==> src/rtl/branch_predictor_gshare.sv <==
// gshare conditional-branch predictor.
// A table of CTR_W-bit saturating counters is indexed by PC XOR a speculative global
// history register (GHR). On a mispredict the GHR is rebuilt from the resolved branch's
// history snapshot, and a registered flush/redirect is issued in the following cycle.
// Optional build macro: PRED_STATS_EN adds saturating update/mispredict counters.
module branch_predictor_gshare #(
  parameter int unsigned ADDR_W = 12,
  parameter int unsigned IDX_W  = 4,
  parameter int unsigned GHR_W  = 4,
  parameter int unsigned CTR_W  = 2
) (
  input  logic              clock,
  input  logic              reset,
  input  logic              enable,
  // Lookup port (fetch)
  input  logic              lk_valid,
  input  logic              lk_is_branch,
  input  logic [ADDR_W-1:0] lk_pc,
  input  logic [7:0]        lk_offset,
  output logic              predict_taken,
  output logic [ADDR_W-1:0] predict_dst,
  output logic [GHR_W-1:0]  lookup_ghr,
  // Resolution port (execute)
  input  logic              upd_valid,
  input  logic [ADDR_W-1:0] upd_pc,
  input  logic [GHR_W-1:0]  upd_ghr,
  input  logic              upd_taken,
  input  logic              upd_pred_taken,
  input  logic [ADDR_W-1:0] upd_target,
  // Redirect
  output logic              flush_valid,
  output logic [ADDR_W-1:0] flush_dst
`ifdef PRED_STATS_EN
  ,
  output logic [15:0]       stat_branches,
  output logic [15:0]       stat_mispredicts
`endif
);

  localparam int unsigned Depth = 1 << IDX_W;
  // Weakly not-taken: MSB clear, all lower bits set.
  localparam logic [CTR_W-1:0] CtrInit = {1'b0, {(CTR_W-1){1'b1}}};
  localparam logic [CTR_W-1:0] CtrMax  = {CTR_W{1'b1}};
  localparam logic [CTR_W-1:0] CtrMin  = {CTR_W{1'b0}};

  // Shift one outcome into the youngest history position; valid for any GHR_W >= 1.
  function automatic logic [GHR_W-1:0] ghr_shift(input logic [GHR_W-1:0] g, input logic b);
    logic [GHR_W-1:0] r;
    r[0] = b;
    for (int i = 1; i < GHR_W; i++) begin
      r[i] = g[i-1];
    end
    return r;
  endfunction

  // State
  logic [CTR_W-1:0]  ctr_q [Depth];
  logic [GHR_W-1:0]  ghr_q, ghr_d;
  logic              flush_valid_q, flush_valid_d;
  logic [ADDR_W-1:0] flush_dst_q, flush_dst_d;

  // Lookup-side signals
  logic [IDX_W-1:0]  lk_idx;
  logic              lk_ctr_msb;
  logic [ADDR_W-1:0] lk_fall;
  logic [ADDR_W-1:0] lk_offset_ext;
  logic              lk_shift;

  // Update-side signals
  logic [IDX_W-1:0]  upd_idx;
  logic [CTR_W-1:0]  upd_ctr;
  logic [CTR_W-1:0]  upd_ctr_nx;
  logic              mispredict;

  // Lookup: table read is combinational and sees the pre-update counter.
  always_comb begin
    lk_idx        = lk_pc[IDX_W-1:0] ^ IDX_W'(ghr_q);
    lk_ctr_msb    = ctr_q[lk_idx][CTR_W-1];
    predict_taken = lk_valid & lk_is_branch & lk_ctr_msb;
    lk_fall       = lk_pc + ADDR_W'(1);
    lk_offset_ext = ADDR_W'($signed(lk_offset));
    predict_dst   = predict_taken ? (lk_fall + lk_offset_ext) : lk_fall;
    lookup_ghr    = ghr_q;
    lk_shift      = enable & lk_valid & lk_is_branch;
  end

  // Resolution: pick the trained counter and compute its saturated next value.
  always_comb begin
    upd_idx    = upd_pc[IDX_W-1:0] ^ IDX_W'(upd_ghr);
    upd_ctr    = ctr_q[upd_idx];
    upd_ctr_nx = upd_ctr;
    if (upd_taken) begin
      if (upd_ctr != CtrMax) upd_ctr_nx = upd_ctr + CTR_W'(1);
    end else begin
      if (upd_ctr != CtrMin) upd_ctr_nx = upd_ctr - CTR_W'(1);
    end
    mispredict = upd_valid & (upd_taken ^ upd_pred_taken);
  end

  // GHR next state: recovery wins over a same-cycle speculative shift.
  always_comb begin
    ghr_d = ghr_q;
    if (mispredict) begin
      ghr_d = ghr_shift(upd_ghr, upd_taken);
    end else if (lk_shift) begin
      ghr_d = ghr_shift(ghr_q, predict_taken);
    end
  end

  // Redirect next state: fall-through on a not-taken mispredict, target otherwise.
  always_comb begin
    flush_valid_d = mispredict;
    flush_dst_d   = flush_dst_q;
    if (mispredict) begin
      flush_dst_d = upd_taken ? upd_target : (upd_pc + ADDR_W'(1));
    end
  end

  // Counter table: whole table re-initialised by a single reset cycle.
  always_ff @(posedge clock) begin
    if (reset) begin
      for (int i = 0; i < Depth; i++) begin
        ctr_q[i] <= CtrInit;
      end
    end else if (upd_valid) begin
      ctr_q[upd_idx] <= upd_ctr_nx;
    end
  end

  // GHR and redirect registers; reset also drops a pending flush.
  always_ff @(posedge clock) begin
    if (reset) begin
      ghr_q         <= '0;
      flush_valid_q <= 1'b0;
      flush_dst_q   <= '0;
    end else begin
      ghr_q         <= ghr_d;
      flush_valid_q <= flush_valid_d;
      flush_dst_q   <= flush_dst_d;
    end
  end

  assign flush_valid = flush_valid_q;
  assign flush_dst   = flush_dst_q;

`ifdef PRED_STATS_EN
  logic [15:0] stat_br_q, stat_br_d;
  logic [15:0] stat_mp_q, stat_mp_d;

  // Statistics next state: saturating at all-ones.
  always_comb begin
    stat_br_d = stat_br_q;
    stat_mp_d = stat_mp_q;
    if (upd_valid && (stat_br_q != 16'hFFFF)) stat_br_d = stat_br_q + 16'd1;
    if (mispredict && (stat_mp_q != 16'hFFFF)) stat_mp_d = stat_mp_q + 16'd1;
  end

  // Statistics registers.
  always_ff @(posedge clock) begin
    if (reset) begin
      stat_br_q <= '0;
      stat_mp_q <= '0;
    end else begin
      stat_br_q <= stat_br_d;
      stat_mp_q <= stat_mp_d;
    end
  end

  assign stat_branches    = stat_br_q;
  assign stat_mispredicts = stat_mp_q;
`endif

endmodule

==> config.mk <==
export PLATFORM = sky130hd
export DESIGN_NAME = branch_predictor_gshare
export DESIGN_NICKNAME = d
export VERILOG_FILES = /design/src/rtl/branch_predictor_gshare.sv
export SDC_FILE = /design/constraint.sdc
export NUM_CORES = 1
export LEC_CHECK = 0
export CORE_UTILIZATION = 55
export CTS_CLUSTER_DIAMETER = 80
export DETAILED_ROUTE_END_ITERATION = 10
export GPL_ROUTABILITY_DRIVEN = 0
export PLACE_DENSITY_LB_ADDON = 0.25
export SYNTH_ARGS = -nofsm -noshare
export SYNTH_HDL_FRONTEND = slang
export SYNTH_SLANG_ARGS = --single-unit
==> constraint.sdc <==
create_clock -name clock -period 4.3 [get_ports clock]
set_clock_uncertainty 0.2 [all_clocks]
set_input_delay 0.645 -clock clock [delete_from_list [all_inputs] [get_ports clock]]
set_output_delay 0.645 -clock clock [all_outputs]
set_load 0.1 [all_outputs]
==> out/summary.md <==
- finished clean — outcome
- 2 — Clock Tree Buf Depth
- output pin — kind of capture point of the worst setup path
- 0% — fraction of registers with async set/reset
- 330 nW/um^2 — Power Density
- 86 — I/O pin total
- 51 — number of distinct library cell variants in the gate-level netlist after synthesis
- 98.0% — share of the clock period used by the worst path
- 9300 um — WL final
- 85 — port buffer count
- 9.42 um^2 — post-synthesis area per instance
- in -> out — Critical Setup Path Class
- 29 — cell row count
- 26.6% — top-area cell type share of the netlist area
- met2 — layer with the highest usage
- 0.0872 ns — fin worst setup slack
- 0 — Max Slew Vio Count
- 32.4% — relative slew slack
- 4.21 ns — crit path time final
- 3.37 ns — critical path arrival
- 0.30 ns — clock insertion delay at the later pin of the skew report
- 0 — Antenna Nets Post-Route
- -0.0342 ns — post-placement setup slack
- 550 — Final #Nets
- 6880 um^2 — area enclosed by the die boundary
- 1.01 ns — transition time of the tightest slew-check pin
- 0 — YS warnings
- sky130_fd_sc_hd__edfxtp_1 (27%), sky130_fd_sc_hd__dfxtp_1 (9.4%), sky130_fd_sc_hd__nand2_1 (8.0%) — ranking of synthesized cells by area
- 46.7% — global-route met2 utilization
- 6350 um^2 — core area
- 0 — endpoints failing hold
- 237 MHz — f_max
- sky130_fd_sc_hd__edfxtp_1 — prevailing post-synth register cell
- 3219 — via count of the routed design
- 2 — total number of H-tree levels
- 0 — count of final setup violators
- 0.258 ns — Min Hold Slack
- 49 — post-synthesis register bit count
- 32 — count of flip-flops with a built-in enable after synthesis
- 4 — number of optimization iterations in the first detailed-route pass
- 16.7 um — mean routed wirelength per cell
- reg -> reg — path category of the worst min-delay check
- 0 — Ant. Diodes
- 5.80 — Vias per Instance
- 456 — syn_nets
- 185 — Iter 0 DRT Violations
- 19.2% — share of post-route cells with drive strength above 1
- 3.88% — fraction of met3 tracks used by global routing
- 39.1% — layout overhead on the synthesized area
- 7 — crit-path max FO
- sky130_fd_sc_hd__clkbuf_8 — clk root buf
- 3.45 ns — critical path data required time
- 0 — number of antenna violations at the first check in global routing
- 49 — Sinks on Clock Net
- 273 uV — worst-case vdd ir drop
- 383 — Mapped Cells
- 83.0 um — floorplan die width
- 20 — maximum number of pins on one net before global-route repair
- input pin — startpoint types
- 83.0 um — Die Y-Extent
- sky130_fd_sc_hd__nand2_1 (77), sky130_fd_sc_hd__nor2_1 (33), sky130_fd_sc_hd__edfxtp_1 (32), sky130_fd_sc_hd__nand3_1 (28), sky130_fd_sc_hd__xor2_1 (22) — cell types with the highest counts after synthesis
- 7050 um — HPWL Detailed
- 3610 um^2 — post-synthesis instance area
- 27.2% — gr usage total
- sky130_fd_sc_hd__edfxtp_1 — post-synth top area cell
- 15000 um — first-pass GRT wire length
- 35.3% — Global Route met1 Usage
- 0.09 ns — clock transition time at the flip-flop clock pins of the worst setup and hold paths
- 0.00190 uW — Leakage
- done — TritonCTS clock tree
- 3198 — vias in the first global route
- 0 — DRC Markers
- 397 — # fillers
- 0 — cts-stage hold buffer count
- 79.0% — Final Util
- 5 — number of buffers inserted during clock tree synthesis
- 36.1% — part of the Yosys area used for sequential elements
- sky130_fd_sc_hd__nand2_1 — most numerous cell in the Yosys netlist
- 56.8% — effective utilization at floorplan
- 0 — number of violations of the max-capacitance limit
- 0 — total global routing overflow
- 1.75 ns — minimum setup slack among reg-to-reg paths
## cell type report
type / count / area, um^2 / area share (%)
clock buffers: 5 / 68.8 / 1.37
clock inverters: 3 / 68.8 / 1.37
inverters: 5 / 18.8 / 0.374
multi-input cells: 314 / 2350 / 46.9
flip-flops and latches: 49 / 1300 / 25.9
well taps: 77 / 96.3 / 1.92
repair buffers: 102 / 1110 / 22.1
## flip-flops by register name, indices dropped and copies added, names as in the netlist
register,cells
flush_valid,1
ctr_q,32
flush_dst,12
lookup_ghr,4
## cells in the final DEF, fill, tap and decap left out, types with 12 or more instances in the layout
| cell type | count |
|---|---|
| sky130_fd_sc_hd__a21oi_1 | 18 |
| sky130_fd_sc_hd__buf_12 | 13 |
| sky130_fd_sc_hd__buf_4 | 17 |
| sky130_fd_sc_hd__clkdlybuf4s50_1 | 71 |
| sky130_fd_sc_hd__dfxtp_1 | 17 |
| sky130_fd_sc_hd__edfxtp_1 | 32 |
| sky130_fd_sc_hd__ha_1 | 13 |
| sky130_fd_sc_hd__nand2_1 | 77 |
| sky130_fd_sc_hd__nand3_1 | 25 |
| sky130_fd_sc_hd__nor2_1 | 32 |
| sky130_fd_sc_hd__o21ai_0 | 12 |
| sky130_fd_sc_hd__xor2_1 | 20 |
## stage by stage
stage | setup TNS (ns) | total power, uW | std cells | area (um^2)
floorplan | -0.185 | 1020 | 383 | 3620
global placement | 0 | 1240 | 545 | 4730
detailed placement | -0.0342 | 1250 | 545 | 4730
CTS | 0 | 1640 | 553 | 4880
global route | -0.0951 | 1720 | 555 | 5020
finish | 0 | 1660 | 555 | 5020
## final timing paths
path,endpoint,from,cells past startpoint
max,predict_dst[11],lk_pc[6],13
min,flush_dst[4],flush_dst[4],2
max reg2reg,lookup_ghr[0],lookup_ghr[0],7
min reg2reg,flush_dst[4],flush_dst[4],2
## report_power, final
part / internal [uW] / leakage [uW] / total, uW / switching, uW
combinational: 283 / 0.00140 / 728 / 445
clock: 234 / 0.0000687 / 395 / 161
sequential: 522 / 0.000428 / 535 / 12.9
total: 1040 / 0.00190 / 1660 / 619
## worst max-delay path, stage by stage
cell	delay, ns
sky130_fd_sc_hd__clkdlybuf4s50_1	0.57
sky130_fd_sc_hd__and3_1	0.23
sky130_fd_sc_hd__and2_1	0.17
sky130_fd_sc_hd__nand2_1	0.11
sky130_fd_sc_hd__xnor2_2	0.21
sky130_fd_sc_hd__ha_4	0.26
sky130_fd_sc_hd__a21oi_1	0.15
sky130_fd_sc_hd__o21ai_0	0.10
sky130_fd_sc_hd__a21oi_1	0.15
sky130_fd_sc_hd__a21boi_1	0.10
sky130_fd_sc_hd__a211oi_2	0.29
sky130_fd_sc_hd__xnor2_2	0.18
sky130_fd_sc_hd__buf_12	0.20
## metal layers
layer,up-vias,share of wire (%)
met5,-,0
met2,138,51
met4,0,1.9
met1,1498,41
met3,19,6.5
li1,1564,-
## cell families (layout without fill, tap and decap cells)
logic type                 Yosys count  in the layout  synth area share [%]
DFF                                 49             49                  36.1
adders and majority gates           19             19                  6.73
xor gates and xnor gates            41             41                  10.6
and+or+nand+nor                    167            167                  21.0
buffers and inverters               20            115                  2.67
AOI/OAI and AO/OA                   58             58                  10.1
muxes                               29             29                  12.9
## timing repair
item,4_1_cts,5_1_grt
setup buffers,0,2
pin swaps,0,14
setup endpoints to repair,1,12
hold endpoints to repair,0,0
resized for setup,2,25
Power figures use the tool's default switching activity.
